[src/rtl/lsu_stb_alloc_ctl_if.sv]
// lsu_stb_alloc_ctl_if: store-buffer allocation control bundle (requests in, pointers/status out).
// Rev 1.0
`default_nettype none

interface lsu_stb_alloc_ctl_if;
   logic       st_wr_m;
   logic       st_kill_w;
   logic       stb_issue;
   logic       stb_ack;
   logic [7:0] stb_clk_en_l;
   logic [2:0] stb_wr_ptr;
   logic [2:0] stb_iss_ptr;
   logic [2:0] stb_rd_ptr;
   logic [7:0] stb_valid;
   logic [3:0] stb_cnt;
   logic       stb_full;
   logic       stb_empty;
   logic       stb_pend;
   logic       stb_err;

   modport master (
      output st_wr_m, st_kill_w, stb_issue, stb_ack,
      input  stb_clk_en_l, stb_wr_ptr, stb_iss_ptr, stb_rd_ptr,
      input  stb_valid, stb_cnt, stb_full, stb_empty, stb_pend, stb_err
   );

   modport slave (
      input  st_wr_m, st_kill_w, stb_issue, stb_ack,
      output stb_clk_en_l, stb_wr_ptr, stb_iss_ptr, stb_rd_ptr,
      output stb_valid, stb_cnt, stb_full, stb_empty, stb_pend, stb_err
   );
endinterface

`default_nettype wire

[src/rtl/lsu_stb_alloc_ctl.sv]
// lsu_stb_alloc_ctl: 8-entry store-buffer allocate/issue/retire pointer and status controller.
// Rev 1.0
`default_nettype none

module lsu_stb_alloc_ctl (
   input  wire logic           rclk,
   input  wire logic           rst,
   lsu_stb_alloc_ctl_if.slave  stb
);

   logic [2:0] r_wr_ptr;
   logic [2:0] r_iss_ptr;
   logic [2:0] r_rd_ptr;
   logic [2:0] r_last_slot;
   logic [7:0] r_valid;
   logic [7:0] r_issued;
   logic [3:0] r_cnt;
   logic       r_last_wr;
   logic       r_err;

   logic       w_full;
   logic       w_kill_eff;
   logic       w_wr_acc;
   logic [2:0] w_tgt;
   logic [7:0] w_tgt_oh;
   logic       w_committed;
   logic       w_pend;
   logic       w_iss_ok;
   logic       w_ack_ok;
   logic       w_err;
   logic       w_cnt_inc;
   logic       w_cnt_dec;
   logic [7:0] w_valid_nxt;
   logic [7:0] w_issued_nxt;

   assign w_full     = (r_cnt == 4'd8);
   assign w_kill_eff = stb.st_kill_w & r_last_wr;
   assign w_wr_acc   = stb.st_wr_m & (~w_full | w_kill_eff);
   // A kill with a coincident write overwrites the killed slot in place.
   assign w_tgt      = w_kill_eff ? (r_wr_ptr - 3'd1) : r_wr_ptr;
   assign w_tgt_oh   = 8'b0000_0001 << w_tgt;

   assign w_committed = r_valid[r_iss_ptr] & ~(r_last_wr & (r_iss_ptr == r_last_slot));
   assign w_pend      = w_committed & ~r_issued[r_iss_ptr];
   assign w_iss_ok    = stb.stb_issue & w_pend;
   assign w_ack_ok    = stb.stb_ack & r_valid[r_rd_ptr] & r_issued[r_rd_ptr];

   assign w_err = (stb.st_wr_m & ~w_wr_acc)
                | (stb.st_kill_w & ~r_last_wr)
                | (stb.stb_issue & ~w_pend)
                | (stb.stb_ack & ~w_ack_ok);

   assign w_cnt_inc = w_wr_acc & ~w_kill_eff;
   assign w_cnt_dec = w_kill_eff & ~w_wr_acc;

   always_comb begin
      w_valid_nxt  = r_valid;
      w_issued_nxt = r_issued;
      if (w_ack_ok) begin
         w_valid_nxt[r_rd_ptr]  = 1'b0;
         w_issued_nxt[r_rd_ptr] = 1'b0;
      end
      if (w_cnt_dec)
         w_valid_nxt[r_last_slot] = 1'b0;
      if (w_wr_acc)
         w_valid_nxt[w_tgt] = 1'b1;
      if (w_iss_ok)
         w_issued_nxt[r_iss_ptr] = 1'b1;
   end

   always_ff @(posedge rclk or posedge rst) begin
      if (rst) begin
         r_wr_ptr    <= 3'd0;
         r_iss_ptr   <= 3'd0;
         r_rd_ptr    <= 3'd0;
         r_last_slot <= 3'd0;
         r_valid     <= 8'h00;
         r_issued    <= 8'h00;
         r_cnt       <= 4'd0;
         r_last_wr   <= 1'b0;
         r_err       <= 1'b0;
      end else begin
         r_valid  <= w_valid_nxt;
         r_issued <= w_issued_nxt;
         r_err    <= w_err;
         r_cnt    <= r_cnt + {3'd0, w_cnt_inc} - {3'd0, w_cnt_dec} - {3'd0, w_ack_ok};
         r_last_wr <= w_wr_acc;
         if (w_wr_acc)
            r_last_slot <= w_tgt;
         if (w_cnt_inc)
            r_wr_ptr <= r_wr_ptr + 3'd1;
         else if (w_cnt_dec)
            r_wr_ptr <= r_wr_ptr - 3'd1;
         if (w_iss_ok)
            r_iss_ptr <= r_iss_ptr + 3'd1;
         if (w_ack_ok)
            r_rd_ptr <= r_rd_ptr + 3'd1;
      end
   end

   // Enables are gated by rst so an in-flight write is never captured during reset.
   assign stb.stb_clk_en_l = (w_wr_acc & ~rst) ? ~w_tgt_oh : 8'hFF;
   assign stb.stb_wr_ptr   = r_wr_ptr;
   assign stb.stb_iss_ptr  = r_iss_ptr;
   assign stb.stb_rd_ptr   = r_rd_ptr;
   assign stb.stb_valid    = r_valid;
   assign stb.stb_cnt      = r_cnt;
   assign stb.stb_full     = w_full;
   assign stb.stb_empty    = (r_cnt == 4'd0);
   assign stb.stb_pend     = w_pend;
   assign stb.stb_err      = r_err;

endmodule

`default_nettype wire

[src/flat_wrapper.sv]
// flat-port wrapper written by rule: the top's interface ports become plain ports
module lsu_stb_alloc_ctl_flat 
  (rclk, rst, stb_st_wr_m, stb_st_kill_w, stb_stb_issue, stb_stb_ack, stb_stb_clk_en_l, stb_stb_wr_ptr, stb_stb_iss_ptr, stb_stb_rd_ptr, stb_stb_valid, stb_stb_cnt, stb_stb_full, stb_stb_empty, stb_stb_pend, stb_stb_err);
  lsu_stb_alloc_ctl_if stb_i ();
  input  wire logic rclk;
  input  wire logic rst;
  input wire logic [$bits(stb_i.st_wr_m)-1:0] stb_st_wr_m;
  input wire logic [$bits(stb_i.st_kill_w)-1:0] stb_st_kill_w;
  input wire logic [$bits(stb_i.stb_issue)-1:0] stb_stb_issue;
  input wire logic [$bits(stb_i.stb_ack)-1:0] stb_stb_ack;
  output wire logic [$bits(stb_i.stb_clk_en_l)-1:0] stb_stb_clk_en_l;
  output wire logic [$bits(stb_i.stb_wr_ptr)-1:0] stb_stb_wr_ptr;
  output wire logic [$bits(stb_i.stb_iss_ptr)-1:0] stb_stb_iss_ptr;
  output wire logic [$bits(stb_i.stb_rd_ptr)-1:0] stb_stb_rd_ptr;
  output wire logic [$bits(stb_i.stb_valid)-1:0] stb_stb_valid;
  output wire logic [$bits(stb_i.stb_cnt)-1:0] stb_stb_cnt;
  output wire logic [$bits(stb_i.stb_full)-1:0] stb_stb_full;
  output wire logic [$bits(stb_i.stb_empty)-1:0] stb_stb_empty;
  output wire logic [$bits(stb_i.stb_pend)-1:0] stb_stb_pend;
  output wire logic [$bits(stb_i.stb_err)-1:0] stb_stb_err;
  assign stb_i.st_wr_m = stb_st_wr_m;
  assign stb_i.st_kill_w = stb_st_kill_w;
  assign stb_i.stb_issue = stb_stb_issue;
  assign stb_i.stb_ack = stb_stb_ack;
  assign stb_stb_clk_en_l = stb_i.stb_clk_en_l;
  assign stb_stb_wr_ptr = stb_i.stb_wr_ptr;
  assign stb_stb_iss_ptr = stb_i.stb_iss_ptr;
  assign stb_stb_rd_ptr = stb_i.stb_rd_ptr;
  assign stb_stb_valid = stb_i.stb_valid;
  assign stb_stb_cnt = stb_i.stb_cnt;
  assign stb_stb_full = stb_i.stb_full;
  assign stb_stb_empty = stb_i.stb_empty;
  assign stb_stb_pend = stb_i.stb_pend;
  assign stb_stb_err = stb_i.stb_err;
  lsu_stb_alloc_ctl u_core (.rclk(rclk), .rst(rst), .stb(stb_i));
endmodule
[config.mk]
export PLATFORM = sky130hd
export DESIGN_NAME = lsu_stb_alloc_ctl_flat
export DESIGN_NICKNAME = d
export VERILOG_FILES = /design/src/rtl/lsu_stb_alloc_ctl_if.sv /design/src/rtl/lsu_stb_alloc_ctl.sv /design/src/flat_wrapper.sv
export SDC_FILE = /design/constraint.sdc
export NUM_CORES = 1
export LEC_CHECK = 0
export CORE_MARGIN = 2
export CORE_UTILIZATION = 40
export CTS_BUF_LIST = sky130_fd_sc_hd__clkbuf_2
export CTS_CLUSTER_SIZE = 25
export DETAILED_ROUTE_END_ITERATION = 8
export PLACE_DENSITY = 0.67
export REMOVE_ABC_BUFFERS = 1
export SYNTH_ARGS = -nofsm -noshare
export SYNTH_HDL_FRONTEND = slang
export SYNTH_SLANG_ARGS = --single-unit
[constraint.sdc]
create_clock -name rclk -period 7.8 [get_ports rclk]
set_clock_uncertainty 0.15 [all_clocks]
set_input_delay 1.56 -clock rclk [delete_from_list [all_inputs] [get_ports rclk]]
set_output_delay 1.56 -clock rclk [all_outputs]
set_load 0.01 [all_outputs]
==> out/metrics.yaml, run 1 <==
logic_synthesis:
  synth_cells: 221
  syn_area_sq_um: 2176
  synth_ff_type: "dfrtp_1"
  yosysWarnings: 0
  synthDistinctLibCells: 46
  avgSynthCellArea_sq_um: 9.845
  synth_seq_cells: 34
  ys_seq_area_frac: 0.3910
  synth-edff-count: 0
  synthArstFlopShare: 1.000
placed_design:
  dpl.hpwl_um: 4038
  io_buffers: 38
  gp_congestion: 0.8991
  place_ws_ps: 2315
setup_path:
  critPathKind: "in2out"
  cpMaxStageDelayCell: "clkdlybuf4s50_1"
  crit_buf_inv: 3
  worstPathMaxFanout: 9
  cpMostUsedCell: "clkdlybuf4s50_1"
  r2r_start: "u_core.stb.stb_rd_ptr[1]"
  worst_setup_path_end_kind: "output pin"
  cp_top_family: "buffers and inverters"
  r2r_end: "u_core.stb.stb_cnt[3]"
  startpoint_type: "input pin"
  path_cells: "clkdlybuf4s50_1, and2_1, o21ai_1, inv_1, o21ai_0, or3_1, clkdlybuf4s50_1"
  slowest_delay_ps: 490
  r2r_slack_ps: 4330
  arrival_ps: 3810
  worst_ep_required_time_ps: 6090
  ff2ff_path_depth: 10
drt:
  dr.pass1.iters: 4
  drc_errors: 0
  routed_wl_um: 5316
  ant_nets: 0
  vias: 1783
  drt_iter0_drc: 127
  routedWlPerCell_um: 16.21
  vias_per_cell: 5.436
power:
  pwr-share-clk: 0.066
  switching_share: 0.4474
  combPwrFrac: 0.589
  irDropWorstVdd_v: 0.0002097
  p_sw_mw: 0.5286
  powerDensity_nw_per_um2: 449.1
  leakage_nw: 1.108
  power.internal_mw: 0.6530
  p_total_mw: 1.182
  pwr-share-seq: 0.345
timing:
  min_period_over_period: 0.7082
  tightestPinTransition_ps: 646.1
  finalSetupViolCount: 0
  fmax_mhz: 181.0
  setup_ws_ps: 2276
  min_period_ps: 5524
  tns_ps: 0
  slew_viol_final: 0
  rsz0062_at_grt: "no"
  finalHoldViolCount: 0
  slew_headroom: 0.5647
floorplan:
  die_h_um: 77.76
  rows: 26
  core_sq_um: 5172
  die_x_um: 77.76
  io_pins: 39
  start_util: 0.4207
  dieArea_sq_um: 6046
cts:
  htree_num_levels: 2
  postCtsHoldBufs: 0
  postCtsSetupRepairBufs: 0
  cts_buffer_depth: 2
  cts-resized-gates: 0
  cts_tree: "done"
  clk_pin_slew_ps: 150
  root_buffer: "clkbuf_2"
  clk_latency_ps: 370
  cts_buffers: 5
  cts_num_sinks: 34
layout:
  nets: 275
  fill_cells: 492
  utilization: 0.5087
  regArea_sq_um: 850.8
  drive_gt1_frac: 0.08915
  areaGrowthSynthToFinish_pct: 20.93
  multiInputGateArea_sq_um: 1214
  antenna_cells: 0
grt:
  gr-usage-all-layers: 0.1873
  grt_pass1_wl_um: 8873
  grt_max_degree: 35
  antenna_found_initial: 0
  gr-total-overflow: 0
  grt_pass1_vias: 1764
min_path:
  min_to: "u_core.r_issued[0]"
  min_path_type: "reg2reg"
  holdCritStartpoint: "u_core.r_issued[0]"
  whs_path_depth: 1
flow_run:
  drv_cap: 0
outcome:
  status: "completed"
registers in the layout (all words and copies together) (netlist names):
name                    count
u_core.r_issued             8
u_core.r_last_slot          3
u_core.r_last_wr            1
u_core.stb.stb_cnt          4
u_core.stb.stb_err          1
u_core.stb.stb_iss_ptr      3
u_core.stb.stb_rd_ptr       3
u_core.stb.stb_valid        8
u_core.stb.stb_wr_ptr       3
routing by layer:
layer | track usage | up-vias | share of wire
li1 | - | 861 | -
met1 | 0.2511 | 865 | 0.43
met2 | 0.3043 | 52 | 0.50
met3 | 0.04070 | 5 | 0.058
met4 | 0.05357 | 0 | 0.013
met5 | 0 | - | 0
cells by family (layout without fill, tap and decap cells):
kind of cell    after synthesis  in the layout  share of synthesized area
simple gates                 78             78                     0.1811
compound gates               44             44                     0.1570
flops                        34             34                     0.3910
buf+inv                      24             61                    0.05118
mux                          17             17                    0.09718
xor+xnor                     13             13                    0.05233
fa+ha+maj                    11             11                    0.07016
power by group through the flow:
| stage | Sequential (mW) | Combinational (mW) | Clock, mW |
|---|---|---|---|
| CTS | 0.409 | 0.702 | 0.0809 |
| floorplan | 0.399 | 0.430 | 0 |
| global placement | 0.413 | 0.687 | 0 |
| global route | 0.426 | 0.763 | 0.0909 |
| finish | 0.408 | 0.696 | 0.0781 |
| detailed placement | 0.412 | 0.698 | 0 |
layout make-up:
cell class | instances | share of cell area
multi-input combinational | 163 | 0.4612
sequential | 34 | 0.3233
inverter | 15 | 0.02140
clock buffer | 7 | 0.01331
tap | 70 | 0.03329
timing repair buffer | 39 | 0.1474
stage by stage:
stage,hold slack (ps),instance area [sq um],instances
after floorplan,331.2,2121,212
after global placement,351.0,2596,321
after detailed placement,355.9,2596,321
after CTS,390.5,2631,328
after global routing,414.7,2631,328
final,383.8,2631,328
Yosys cell counts, types with 3 or more instances:
library cell	count	share of area
buf_2	5	0.011
xnor2_1	8	0.032
o21ai_0	11	0.025
mux2i_1	8	0.037
nor3_1	5	0.011
o21a_1	5	0.017
nand3b_1	3	0.010
dfrtp_1	34	0.39
and2_1	3	0.0086
nand2b_1	4	0.011
nand3_1	6	0.014
a21oi_1	4	0.0092
nor2b_1	3	0.0086
xor2_1	5	0.020
and3_1	3	0.0086
or3_1	3	0.0086
nand2_1	26	0.045
nor2_1	14	0.024
ha_1	9	0.052
a32o_1	7	0.032
mux2_2	5	0.026
inv_1	15	0.026
cells in the final DEF (no fill, tap or decap), types with 4 or more instances in the layout:
cell type	n
o21a_1	5
clkdlybuf4s50_1	38
nor3_1	5
nor2_1	14
ha_1	9
mux2_2	5
xor2_1	5
o21ai_0	11
mux2i_1	8
a32o_1	7
nand2_1	26
nand2b_1	4
xnor2_1	8
nand3_1	6
a21oi_1	4
clkbuf_2	7
inv_1	15
dfrtp_1	34
worst max path at each step:
stage / start / to / cells past startpoint
after floorplan: stb_st_kill_w / stb_stb_clk_en_l[7] / 5
after detailed placement: stb_st_kill_w / stb_stb_clk_en_l[5] / 7
after global routing: stb_st_kill_w / stb_stb_clk_en_l[5] / 7
after CTS: stb_st_kill_w / stb_stb_clk_en_l[5] / 7
after global placement: stb_st_kill_w / stb_stb_clk_en_l[5] / 7
final: stb_st_kill_w / stb_stb_clk_en_l[7] / 7
Power figures use the tool's default switching activity.
==> run 2: changes to the inputs <==
==> constraint.sdc (replaced) <==
create_clock -name rclk -period 5.17 [get_ports rclk]
set_clock_uncertainty 0.15 [all_clocks]
set_input_delay 1.034 -clock rclk [delete_from_list [all_inputs] [get_ports rclk]]
set_output_delay 1.034 -clock rclk [all_outputs]
set_load 0.01 [all_outputs]
==> out/metrics.yaml, run 2 (same netlist as run 1, synthesis figures left out) <==
outcome:
  status: "completed"
power:
  leakage_nw: 1.113
  powerDensity_nw_per_um2: 675.7
  irDropWorstVdd_v: 0.0003113
  p_total_mw: 1.783
cts:
  cts_buffer_depth: 2
  cts_buffers: 5
  clk_pin_slew_ps: 160
  cts_num_sinks: 34
  postCtsHoldBufs: 0
  root_buffer: "clkbuf_2"
  postCtsSetupRepairBufs: 0
  clk_latency_ps: 360
  htree_num_levels: 2
  cts-resized-gates: 0
  cts_tree: "done"
floorplan:
  die_h_um: 77.76
  core_sq_um: 5172
  die_x_um: 77.76
  io_pins: 39
  dieArea_sq_um: 6046
  rows: 26
  start_util: 0.4207
layout:
  drive_gt1_frac: 0.09266
  utilization: 0.5102
  antenna_cells: 0
  design_area_sq_um: 2639
  regArea_sq_um: 850.8
  multiInputGateArea_sq_um: 1214
  mostFrequentLayoutCell: "clkdlybuf4s50_1"
  final_cell_mix: "38 x clkdlybuf4s50_1, 34 x dfrtp_1, 26 x nand2_1"
  fill_cells: 499
  areaGrowthSynthToFinish_pct: 21.28
  nets: 276
timing:
  slew_headroom: 0.6254
  rsz0062_at_grt: "no"
  finalSetupViolCount: 0
  min_period_ps: 4450
  finalHoldViolCount: 0
  min_period_over_period: 0.8608
  fmax_mhz: 224.7
  tightestPinTransition_ps: 560.6
  slew_viol_final: 0
  tns_ps: 0
setup_path:
  worstPathMaxFanout: 9
  arrival_ps: 3270
  r2r_slack_ps: 1700
  startpoint_type: "input pin"
  worst_setup_path_end_kind: "output pin"
  critPathKind: "in2out"
  worst_ep_required_time_ps: 3990
placed_design:
  dpl_cell_area_sq_um: 2604
  gp_congestion: 0.8764
  io_buffers: 38
  dpl.hpwl_um: 3967
drt:
  dr.pass1.iters: 4
  drt_iter0_drc: 121
  routedWlPerCell_um: 15.98
  routed_wl_um: 5257
  vias_per_cell: 5.429
  vias: 1786
  ant_nets: 0
  drc_errors: 0
min_path:
  min_path_type: "reg2reg"
grt:
  grt_max_degree: 35
  antenna_found_initial: 0
  gr-usage-all-layers: 0.1875
  gr-total-overflow: 0
  grt_pass1_vias: 1804
  grt_pass1_wl_um: 8997
flow_run:
  drv_cap: 0
-- run 2: area by class of cell --
cell class / instances / share of cell area
inverter: 15 / 0.02134
timing repair buffer: 40 / 0.1498
sequential: 34 / 0.3224
tap: 70 / 0.03319
multi-input combinational: 163 / 0.4599
clock buffer: 7 / 0.01328
-- run 2: metrics by stage --
stage	hold WS, ps	std cells	worst slack [ps]
floorplan	331.2	212	1887
global placement	348.7	322	839.6
detailed placement	356.3	322	745.0
CTS	392.5	329	729.5
global route	416.2	329	476.3
finish	386.0	329	719.7
-- run 2: critical path, stage by stage --
cell and delay, ps:
clkdlybuf4s50_1 440, and2_1 250, o21ai_1 440, inv_1 200, o21ai_0 200, or3_1 160, clkdlybuf4s50_1 530
-- run 2: power breakdown --
| group | switching, mW | total [mW] | leakage (nW) | internal (mW) |
|---|---|---|---|---|
| Clock | 0.0803 | 0.116 | 0.0291 | 0.0353 |
| Sequential | 0.214 | 0.615 | 0.392 | 0.400 |
| Combinational | 0.498 | 1.05 | 0.691 | 0.555 |
| Total | 0.792 | 1.78 | 1.11 | 0.991 |
-- run 2: metal layers --
layer  vias to the layer above  wire length (um)  track usage  share of wire
met3                         6               204      0.03953          0.039
met2                        48              2570       0.3103           0.49
met5                         -                 0            0              0
li1                        866                 -            -              -
met1                       866              2431       0.2519           0.46
met4                         0                51      0.04286         0.0097
-- run 2: final timing paths --
kind / startpoint / endpoint / depth (start not counted)
max: stb_st_kill_w / stb_stb_clk_en_l[7] / 7
min: u_core.r_issued[0] / u_core.r_issued[0] / 1
max reg2reg: u_core.stb.stb_rd_ptr[1] / u_core.stb.stb_cnt[3] / 10
min reg2reg: u_core.r_issued[0] / u_core.r_issued[0] / 1
max in group asynchronous: rst / u_core.stb.stb_rd_ptr[0] / 3
min in group asynchronous: rst / u_core.r_issued[6] / 3
